==> config.mk <==
export PLATFORM = sky130hd
export DESIGN_NAME = counter_updown_mod
export DESIGN_NICKNAME = d
export VERILOG_FILES = /design/src/rtl/counter_updown_mod.sv
export SDC_FILE = /design/constraint.sdc
export NUM_CORES = 1
export LEC_CHECK = 0
export ABC_AREA = 0
export CAP_MARGIN = 10
export CORE_MARGIN = 5
export CORE_UTILIZATION = 35
export DETAILED_ROUTE_END_ITERATION = 10
export GPL_ROUTABILITY_DRIVEN = 0
export REMOVE_ABC_BUFFERS = 1
export SLEW_MARGIN = 20
export SYNTH_ARGS = -nofsm -noshare
export SYNTH_HDL_FRONTEND = slang
export SYNTH_SLANG_ARGS = --single-unit
export TNS_END_PERCENT = 5
==> constraint.sdc <==
create_clock -name clk -period 2.5 [get_ports clk]
set_input_delay 0.5 -clock clk [delete_from_list [all_inputs] [get_ports clk]]
set_output_delay 0.5 -clock clk [all_outputs]
set_load 0.005 [all_outputs]
==> src/rtl/counter_updown_mod.sv <==
// Modulo-N up/down counter with load, enable, direction and WRAP / SAT / ONESHOT modes.
// Emits a one-cycle terminal-count pulse for chaining and timer use.
module counter_updown_mod #(
    parameter int unsigned WIDTH   = 8,
    parameter int unsigned MODULUS = 2**WIDTH
) (
    input  logic             clk,
    input  logic             reset,
    input  logic             en,
    input  logic             load,
    input  logic [WIDTH-1:0] load_val,
    input  logic             up,
    input  logic [1:0]       mode,
    input  logic             start,
    output logic [WIDTH-1:0] count,
    output logic             tc,
    output logic             at_max,
    output logic             at_min,
    output logic             busy,
    output logic [1:0]       fsm_state
);

    localparam logic [WIDTH-1:0] MAX          = WIDTH'(MODULUS - 1);
    localparam logic [1:0]       MODE_SAT     = 2'b01;
    localparam logic [1:0]       MODE_ONESHOT = 2'b10;

    typedef enum logic [1:0] {
        ST_IDLE = 2'd0,
        ST_RUN  = 2'd1,
        ST_DONE = 2'd2
    } state_e;

    state_e           state_q;
    logic [WIDTH-1:0] count_q;
    logic             tc_q;
    logic             busy_q;

    logic [WIDTH-1:0] load_clamped;
    logic [WIDTH-1:0] inc_val;
    logic [WIDTH-1:0] dec_val;
    logic [WIDTH-1:0] step_d;
    logic [WIDTH-1:0] target;
    logic             at_target;
    logic             step_hits;
    logic [WIDTH-1:0] restart_val;

    // Terminal value follows the current direction, so a reversal re-targets at once.
    always_comb begin
        load_clamped = (load_val > MAX) ? MAX : load_val;
        inc_val      = (count_q == MAX) ? '0 : count_q + WIDTH'(1);
        dec_val      = (count_q == '0) ? MAX : count_q - WIDTH'(1);
        step_d       = up ? inc_val : dec_val;
        target       = up ? MAX : '0;
        restart_val  = up ? '0 : MAX;
        at_target    = (count_q == target);
        step_hits    = (step_d == target);
    end

    always_ff @(posedge clk) begin
        if (reset) begin
            count_q <= '0;
            tc_q    <= 1'b0;
            busy_q  <= 1'b0;
            state_q <= ST_IDLE;
        end else if (load) begin
            count_q <= load_clamped;
            tc_q    <= 1'b0;
            busy_q  <= 1'b0;
            state_q <= ST_IDLE;
        end else if (mode == MODE_ONESHOT) begin
            tc_q <= 1'b0;
            case (state_q)
                ST_RUN: begin
                    if (en) begin
                        if (at_target) begin
                            // Already sitting on the (re-targeted) terminal: finish silently.
                            state_q <= ST_DONE;
                            busy_q  <= 1'b0;
                        end else begin
                            count_q <= step_d;
                            if (step_hits) begin
                                tc_q    <= 1'b1;
                                state_q <= ST_DONE;
                                busy_q  <= 1'b0;
                            end
                        end
                    end
                end
                default: begin
                    if (start) begin
                        count_q <= restart_val;
                        state_q <= ST_RUN;
                        busy_q  <= 1'b1;
                    end
                end
            endcase
        end else begin
            state_q <= ST_IDLE;
            busy_q  <= 1'b0;
            tc_q    <= 1'b0;
            // SAT parks on the terminal value; WRAP and the reserved mode always move.
            if (en && !((mode == MODE_SAT) && at_target)) begin
                count_q <= step_d;
                tc_q    <= step_hits;
            end
        end
    end

    assign count     = count_q;
    assign tc        = tc_q;
    assign busy      = busy_q;
    assign at_max    = (count_q == MAX);
    assign at_min    = (count_q == '0);
    assign fsm_state = state_q;

endmodule

==> impl_metrics.json <==
{
  "r2r_cells": 8,
  "ff_latch_area_sq_um": 220,
  "endpoint_kind": "output port",
  "drt_wl_total_microns": 3480,
  "arrival_ns": 1.86,
  "cp_max_fo": 11,
  "cts_tree": "yes",
  "finClkSkew_ns": 0.00140,
  "status": "completed",
  "route.vias.total": 1280,
  "area_delta_synth_final_pct": 34.6,
  "max_freq_mhz": 424,
  "syn_area_sq_um": 1130,
  "critical_path_class": "flip-flop to output port",
  "clockRootBuffer": "clkbuf_4",
  "cp.buffers_inverters": 2,
  "ys_ff_latch": 11,
  "ir_drop_v": 0.000319,
  "synth_top_area_share_pct": 19.5,
  "grt_pass1_vias": 1238,
  "ys_warn_count": 0,
  "powerDensity_nw_per_um2": 425,
  "coreArea_sq_um": 3080,
  "synth-async-reset-ratio_pct": 0,
  "setup_ws_ns": 0.144,
  "ant_nets": 0,
  "fp.dieW_microns": 66.8,
  "fin_crit_sh_pct": 94.3,
  "synth_edf_count": 0,
  "dieArea_sq_um": 4470,
  "avgSynthCellArea_sq_um": 7.11,
  "synth_area_leader_cell": "dfxtp_1",
  "clk_path_buf_depth": 2,
  "required_ns": 2.00,
  "drv_cap": 0,
  "hold_buffers": 0,
  "overflow": 0,
  "nets": 209,
  "drt_iter0_drc": 137,
  "hp-start": "count[4]",
  "numCtsBuffers": 3,
  "drt_pre_antenna_iters": 4,
  "postPlaceCellArea_sq_um": 1480,
  "setup_viol": 0,
  "die_height_microns": 66.8,
  "drc": 0,
  "synth.most_common_cell": "nor2_1",
  "post-dp-hpwl_microns": 2700,
  "num_io_pins": 30,
  "layoutNonFillerInstCount": 233,
  "hold_path_depth": 2,
  "cp_cell_sequence": "buf_4 -> ha_2 -> nand3_1 -> nor2_1 -> clkdlybuf4s50_1",
  "io_buffers": 29,
  "seq_area_frac_synth_pct": 19.5,
  "multi_input_area_sq_um": 816,
  "viasPerCell": 5.49,
  "cts.htree.levels": 1,
  "crit_cells": 5,
  "synth.distinct_cells": 52,
  "post_drt_wl_per_cell_microns": 14.9,
  "timing.hold.ws_ns": 0.548,
  "fin_crit_ns": 2.36,
  "grt_usage_pct": 17.0,
  "synth_area_leaders": "dfxtp_1 (19%), nor2_1 (5.3%), nand2_1 (4.6%), a21oi_1 (4.0%), o22ai_1 (3.9%)",
  "floorplan.initialDensity_pct": 36.7,
  "drv_slew": 0,
  "crit_path_max_incr_delay_ns": 0.53,
  "slew_headroom_pct": 67.3,
  "place_worst_setup_slack_ns": 0.0210,
  "fillers": 320,
  "path_clk_slew_ns": 0.07,
  "worst_pin_slew_ns": 0.479,
  "dp.cells": 228,
  "row_count": 20,
  "worstHoldPathType": "flip-flop to flip-flop",
  "path_delay_family": "buffers and inverters",
  "synthFlopType": "dfxtp_1",
  "grt_max_degree": 16,
  "cts_sinks": 11,
  "fin_setup_tns_ns": 0,
  "grt_pass1_wl_microns": 5810,
  "leakage_uw": 0.000553,
  "syn_inst": 159,
  "clock_latency_ns": 0.27,
  "hold_viol": 0,
  "crit_path_top_delay_cell": "clkdlybuf4s50_1",
  "antenna_cells": 0,
  "synthTopCellsByCount": "nor2_1 (16), nand2_1 (14), dfxtp_1 (11), clkbuf_1 (10), a21oi_1 (9)",
  "reg2reg_to": "fsm_state[1]",
  "reg2reg_slack_ns": 0.30,
  "startpoint_type": "flip-flop",
  "final_layout_size_suffix_gt1_share_pct": 15.3,
  "rsz0062_at_grt": "no",
  "fin_area_sq_um": 1520,
  "min_to": "count[4]",
  "antenna_found_initial": 0,
  "timing.rr.start": "count[0]"
}
[routing by layer]
layer	track usage (%)	vias up	wire length, microns
met5	0	-	0
met4	5.33	0	21
met3	2.02	2	182
met2	26.9	47	1600
met1	23.8	589	1670
li1	-	642	-
[layout make-up]
| cell class | instances | area share, % |
|---|---|---|
| Multi-Input combinational cell | 126 | 53.6 |
| Tap cell | 44 | 3.62 |
| Sequential cell | 11 | 14.5 |
| Inverter | 8 | 1.97 |
| Timing Repair Buffer | 40 | 24.7 |
| Clock buffer | 4 | 1.73 |
[metrics by stage]
| stage | power [uW] | util, % |
|---|---|---|
| finish | 647 | 49.5 |
| global route | 703 | 49.5 |
| CTS | 648 | 49.1 |
| detailed placement | 516 | 48.0 |
| global placement | 515 | 48.0 |
| floorplan | 385 | - |
[what timing repair did]
item,in CTS,in global routing
pin swaps,0,2
buffers inserted,0,1
endpoints found under the setup margin,1,2
gates resized for setup,3,3
[kinds of logic after synthesis]
| family | count (synthesis) | synth area share [%] |
|---|---|---|
| compound gates | 51 | 31.9 |
| simple gates | 65 | 30.6 |
| xor+xnor | 6 | 4.65 |
| flops | 11 | 19.5 |
| mux | 1 | 0.996 |
| fa+ha+maj | 3 | 3.32 |
| buf+inv | 22 | 9.07 |
[placed cells by master (no fill, tap or decap), drive strengths merged, types with 4 or more instances in the layout]
master | Yosys | layout
clkdlybuf4s50 | 0 | 28
nor2 | 16 | 16
nand2 | 14 | 14
dfxtp | 11 | 11
buf | 4 | 11
a21oi | 10 | 10
o21ai | 8 | 8
inv | 8 | 8
o22ai | 7 | 7
nand3 | 5 | 5
xnor2 | 5 | 5
nor3 | 5 | 5
or4 | 5 | 5
nor2b | 4 | 4
o21a | 4 | 4
a211oi | 4 | 4
clkbuf | 10 | 4
[sequential cells by signal, indices dropped and copies added (netlist names)]
signal	cells
count	8
fsm_state	2
tc	1
[tightest hold or removal path: cells and delay by family, from the launching register on]
| family | cells | cell delay, ns |
|---|---|---|
| compound gates | 1 | 0.05 |
| flops | 1 | 0.34 |
| simple gates | 1 | 0.11 |
[worst max path at each step]
stage,start,endpoint,slack (ns)
2_1_floorplan,count[2],fsm_state[0],0.39
3_3_place_gp,up,count[0],0.01
3_5_place_dp,up,count[0],0.02
4_1_cts,count[1],at_min,0.01
5_1_grt,count[6],at_max,0.02
6_report,count[1],at_max,0.14
[report_power, final]
group          internal, uW  leakage (uW)  total (uW)  switching [uW]
Clock                  61.7     0.0000150         124            61.8
Combinational           159      0.000448         316             157
Sequential              189     0.0000907         207            17.9
Total                   410      0.000553         647             237
Power figures use the tool's default switching activity.
